===== config.mk =====
export PLATFORM = sky130hd
export DESIGN_NAME = sat_term_accumulator
export DESIGN_NICKNAME = d
export VERILOG_FILES = /design/src/rtl/sat_term_accumulator.sv
export SDC_FILE = /design/constraint.sdc
export NUM_CORES = 1
export LEC_CHECK = 0
export ABC_AREA = 1
export CORE_MARGIN = 5
export CORE_UTILIZATION = 45
export DETAILED_ROUTE_END_ITERATION = 8
export GPL_TIMING_DRIVEN = 1
export PLACE_DENSITY = 0.81
export SYNTH_ARGS = -nofsm -noshare
export SYNTH_HDL_FRONTEND = slang
export SYNTH_SLANG_ARGS = --single-unit

===== constraint.sdc =====
create_clock -name i_clk -period 7.3 [get_ports i_clk]
set_input_delay 1.095 -clock i_clk [delete_from_list [all_inputs] [get_ports i_clk]]
set_output_delay 1.095 -clock i_clk [all_outputs]
set_load 0.01 [all_outputs]

===== src/rtl/sat_term_accumulator.sv =====
// Frame accumulator for signed add/sub terms with sticky overflow and a valid/ready result port.
// Define SAT_TERM_ACC_SAT_EN to clamp the running sum on overflow instead of wrapping.
module sat_term_accumulator #(
  parameter int DATA_WIDTH = 16,
  parameter int CNT_WIDTH  = 8
) (
  input  logic                  i_clk,
  input  logic                  i_rst,
  input  logic                  i_in_valid,
  output logic                  o_in_ready,
  input  logic [DATA_WIDTH-1:0] i_in_data,
  input  logic                  i_in_sub,
  input  logic                  i_in_last,
  output logic                  o_out_valid,
  input  logic                  i_out_ready,
  output logic [DATA_WIDTH-1:0] o_out_data,
  output logic                  o_out_ovf,
  output logic [CNT_WIDTH-1:0]  o_out_count
);
  localparam int MSB = DATA_WIDTH - 1;

  typedef enum logic [1:0] {S_IDLE, S_ACCUM, S_DONE} state_t;

  state_t                r_state;
  state_t                w_next;
  logic [DATA_WIDTH-1:0] r_acc;
  logic                  r_ovf;
  logic [CNT_WIDTH-1:0]  r_cnt;

  logic                  w_accept;
  logic                  w_new_frame;
  logic [DATA_WIDTH-1:0] w_a;
  logic [DATA_WIDTH-1:0] w_b;
  logic [DATA_WIDTH-1:0] w_sum;
  logic                  w_carry;
  logic                  w_step_ovf;
  logic [DATA_WIDTH-1:0] w_acc_next;
  logic [CNT_WIDTH-1:0]  w_cnt_base;

  assign w_accept    = i_in_valid & o_in_ready;
  // A term taken in IDLE opens a fresh frame, so it starts from zeroed state.
  assign w_new_frame = (r_state == S_IDLE);
  assign w_a         = w_new_frame ? '0 : r_acc;
  assign w_b         = i_in_sub ? ~i_in_data : i_in_data;
  assign w_cnt_base  = w_new_frame ? '0 : r_cnt;

  // Ripple-carry chain of full-adder bit cells; subtract is A + ~B + 1.
  always_comb begin
    w_sum   = '0;
    w_carry = i_in_sub;
    for (int i = 0; i < DATA_WIDTH; i++) begin
      w_sum[i] = w_a[i] ^ w_b[i] ^ w_carry;
      w_carry  = (w_a[i] & w_b[i]) | (w_carry & (w_a[i] ^ w_b[i]));
    end
  end

  assign w_step_ovf = (w_a[MSB] == w_b[MSB]) & (w_sum[MSB] != w_a[MSB]);

`ifdef SAT_TERM_ACC_SAT_EN
  always_comb begin
    w_acc_next = w_sum;
    if (w_step_ovf)
      w_acc_next = w_a[MSB] ? {1'b1, {(DATA_WIDTH-1){1'b0}}} : {1'b0, {(DATA_WIDTH-1){1'b1}}};
  end
`else
  assign w_acc_next = w_sum;
`endif

  always_ff @(posedge i_clk) begin
    if (i_rst) r_state <= S_IDLE;
    else       r_state <= w_next;
  end

  always_comb begin
    w_next = r_state;
    case (r_state)
      S_IDLE, S_ACCUM: if (w_accept) w_next = i_in_last ? S_DONE : S_ACCUM;
      S_DONE:          if (i_out_ready) w_next = S_IDLE;
      default:         w_next = S_IDLE;
    endcase
  end

  always_comb begin
    o_in_ready  = (r_state != S_DONE);
    o_out_valid = (r_state == S_DONE);
    o_out_data  = o_out_valid ? r_acc : '0;
    o_out_ovf   = o_out_valid & r_ovf;
    o_out_count = o_out_valid ? r_cnt : '0;
  end

  always_ff @(posedge i_clk) begin
    if (i_rst) begin
      r_acc <= '0;
      r_ovf <= 1'b0;
      r_cnt <= '0;
    end else if (w_accept) begin
      r_acc <= w_acc_next;
      r_ovf <= (r_ovf & ~w_new_frame) | w_step_ovf;
      r_cnt <= w_cnt_base + {{(CNT_WIDTH-1){1'b0}}, 1'b1};
    end else if ((r_state == S_DONE) && i_out_ready) begin
      r_acc <= '0;
      r_ovf <= 1'b0;
      r_cnt <= '0;
    end
  end

endmodule

==> results.md <==
- The number of max-cap violations is 0.
- The net count of the mapped netlist is 317.
- The run finished with clean final reports.
- The standard-cell row count is 24.
- The clock latency at the later pin of the worst-skew pair is approximately 0.27 ns.
- At the worst endpoint, the arrival time is about 7.3 ns.
- The antenna diode count is 0.
- The final count of pins violating max slew is 0.
- The number of buffers and inverters on the critical path is 4.
- The netlist uses 29 different library cells.
- For this run, the detailed router's first-pass iteration total came to 4.
- Using the TritonRoute via totals, the vias-per-cell ratio works out to about 4.9.
- Power spread over the standard cell area amounts to ~140 nW/µm².
- The most frequent standard cell in the layout excluding fill and tap cells is nand2_1.
- The worst relative slew slack is a little under a third.
- STA classifies the critical path startpoint as a primary input.
- For this design, the sink count on the clock tree is 27.
- For this run, the top clock speed supported by timing is approximately 140 MHz.
- The signal on the critical path passes through clkdlybuf4s50_1, inv_1, nand2_1, o21ai_0, fa_2, fa_2, fa_2, fa_1, fa_1, fa_1, fa_2, fa_1, fa_1, fa_1, fa_1, fa_1, inv_1, fa_1, fa_1, o22ai_1, inv_1, nor2_1.
- The design draws around 0.00034 W.
- After clock tree synthesis, the clock-pin slew on the worst setup and hold paths is 0.08 ns.
- After the first detailed-routing iteration, the DRC count stood at roughly 100.
- Cells fill between 50% and 60% of the core in the end.
- Timing analysis after detailed placement gives a worst setup slack of -0.436 ns.
- For the finished layout, the period the worst path requires is approximately 7 ns.
- Setup violations remaining at the end of the flow were counted as 0.
- Detailed placement ended at an HPWL of 3.32 mm.
- Sequential elements use 27.4% of the synthesized area.
- The post-detailed-route count of antenna-violating nets is 0.
- The effective utilization at floorplan is between 40% and 50%.
- Of all cell types, the one taking the most synthesized area is dfxtp_1.
- The type of the setup path with the least slack is primary input to flop.
- The classification of the worst-slack hold path is flop to flop.
- The fraction of the cycle the final worst path needs is between 90% and 100%.
- The stage delay of the slowest cell on the critical path is between 0.4 and 0.5 ns.
- The area growth from synthesis to layout is 27.5%.
- The number of I/O pins is 49.
- The worst setup path is captured at a flop.
- The final worst-path setup slack is roughly 0.21 ns.
- The floorplan step set the die width to 76.3 µm.
- The post-CTS setup buffer count is 0.
- After synthesis the netlist holds a flip-flop and latch count of 27.
- Setup repair after global routing left no endpoint under its margin.
- CTS built an H-tree with a depth of 1.
- In this run the mean area of a mapped cell was ~7.1 µm².
- Of the cells placed in the final design, the portion with a size suffix greater than 1 is under 10%.
- The total number of yosys warnings is 0.
- Leaving out fill and tap cells, the most frequent cells in the layout are nand2_1 (57), nor2_1 (49), clkdlybuf4s50_1 (47).
- For this block, the routed nets add up to 4.48 mm of wire.
- The leftover overflow at the end of global routing is 0.
- The first global-routing pass estimated 7.60 mm of wire.
- The slowest stage of the critical path is the clkdlybuf4s50_1 cell.
- The number of antenna violations at the first check in global routing is 0.
- The cell class contributing the biggest share of worst-path delay is adder cells.
- The final route contains around 1800 vias.
- In the synthesized netlist, the number of instances is 280.
- The area of the mapped netlist is 1980 µm².
- The routed length per placed instance is ~12 µm.
- During placement, the flow inserted port buffers numbering between 40 and 50.
- The die area is around 5800 µm².
- The maximum count of clock buffers along a single path is 2.
- The register-to-register setup slack is just over 0.9 ns.
- The maximum number of pins on one net before global-route repair is 29.
- The count of unresolved DRC violations after routing is 0.
- In this run the clock root is driven by a clkbuf_8.
- In this run the worst path has a maximum fanout of 3.
- TritonCTS built the clock tree.
- The number of clock buffers added by TritonCTS is 3.
- By area the synthesized netlist is led by dfxtp_1 (27%), fa_1 (14%), nand2_1 (11%).
- The worst-case IR drop observed on VDD is between 0.06 and 0.07 mV.
- Of the post-synthesis cell area, the dominant cell type holds between 20 and 30%.
- The number of hold violations in the final report is 0.
- Routability-driven placement finished with a final weighted congestion of between 0.8 and 0.9.
- The data required time of the critical path is roughly 7.5 ns.
- The net total in the final layout is 360.
- The chip height is ~76 µm.
- On the final layout, the worst clock skew is 0.00744 ns.
- The cell repeated most along the worst path is fa_1.
- The slew at the pin with the worst max-slew slack is 1.04 ns.
- The static leakage is 0.930 nW.
- The number of global-route vias before repair is 1755.
- The all-layer global routing usage is 15.4%.
- After floorplanning, the core was sized to cover about 4300 µm².
-- path summary, 6_finish.rpt --
check	cells past startpoint	startpoint	to
setup / recovery	22	i_in_data[0]	r_acc[14]
hold / removal	2	r_acc[12]	r_acc[12]
setup reg to reg	22	r_state[0]	r_acc[14]
hold reg to reg	2	r_acc[12]	r_acc[12]
-- repair_timing --
action	in CTS	in global routing
hold buffers	0	0
resized for setup	1	4
endpoints found under the setup margin	2	4
-- kinds of logic (layout without fill, tap and decap cells) --
| kind of cell | count (synthesis) | in the layout | synth area share, % |
|---|---|---|---|
| AOI/OAI and AO/OA | 32 | 32 | 8.36 |
| xor gates and xnor gates | 17 | 17 | 7.54 |
| adders and majority gates | 15 | 15 | 14.8 |
| buffers and inverters | 54 | 96 | 12.0 |
| DFF | 27 | 27 | 27.4 |
| and+or+nand+nor | 135 | 135 | 30.0 |
-- metal layers --
metal	wire length, µm	track usage (%)
met4	60	4.20
met3	229	2.48
met5	0	0
met1	2010	18.9
met2	2180	27.7
-- registers in the layout, indices dropped and copies added, names as in the netlist --
name     count
r_ovf        1
r_acc       16
r_state      2
r_cnt        8
-- where the power goes --
part / switching, W / internal (W) / leakage [nW]
clock network: 0.0000450 / 0.0000391 / 0.0228
logic: 0.0000546 / 0.0000401 / 0.687
registers: 0.00000558 / 0.000157 / 0.221
total: 0.000105 / 0.000236 / 0.930
-- Yosys cell counts --
cell type / n
a21oi_1: 25
buf_1: 1
buf_2: 3
buf_4: 3
buf_6: 2
clkbuf_1: 4
clkinv_2: 1
dfxtp_1: 27
fa_1: 14
ha_1: 1
inv_1: 37
inv_2: 2
inv_4: 1
nand2_1: 57
nand2_2: 1
nand2_4: 2
nand2_8: 1
nand3_1: 17
nand3_2: 1
nand3b_1: 1
nand4_1: 2
nor2_1: 49
nor2_2: 2
nor2_4: 1
o21ai_0: 3
o22ai_1: 4
or2_2: 1
xnor2_1: 3
xor2_1: 14
-- metrics by stage --
step / instance area (µm²) / hold slack [ns] / cells / TNS [ns]
3_3_place_gp: 2460 / 0.448 / 370 / -0.551
4_1_cts: 2510 / 0.470 / 374 / 0
5_1_grt: 2520 / 0.480 / 374 / 0
6_report: 2520 / 0.468 / 374 / 0
3_5_place_dp: 2460 / 0.456 / 370 / -1.24
2_1_floorplan: 1980 / 0.439 / 280 / 0
-- area by class of cell --
class	instances	area, µm²
flip-flops and latches	27	541
clock buffers	4	45.0
well taps	52	65.1
fillers	407	1780
multi-input cells	199	1210
repair buffers	51	502
inverters	41	158
-- tightest hold or removal path, stage by stage (launching register included) --
cell     delay (ns)
dfxtp_1        0.32
nand2_1        0.06
a21oi_1        0.05
No activity file was read; power rests on OpenSTA's default activity.
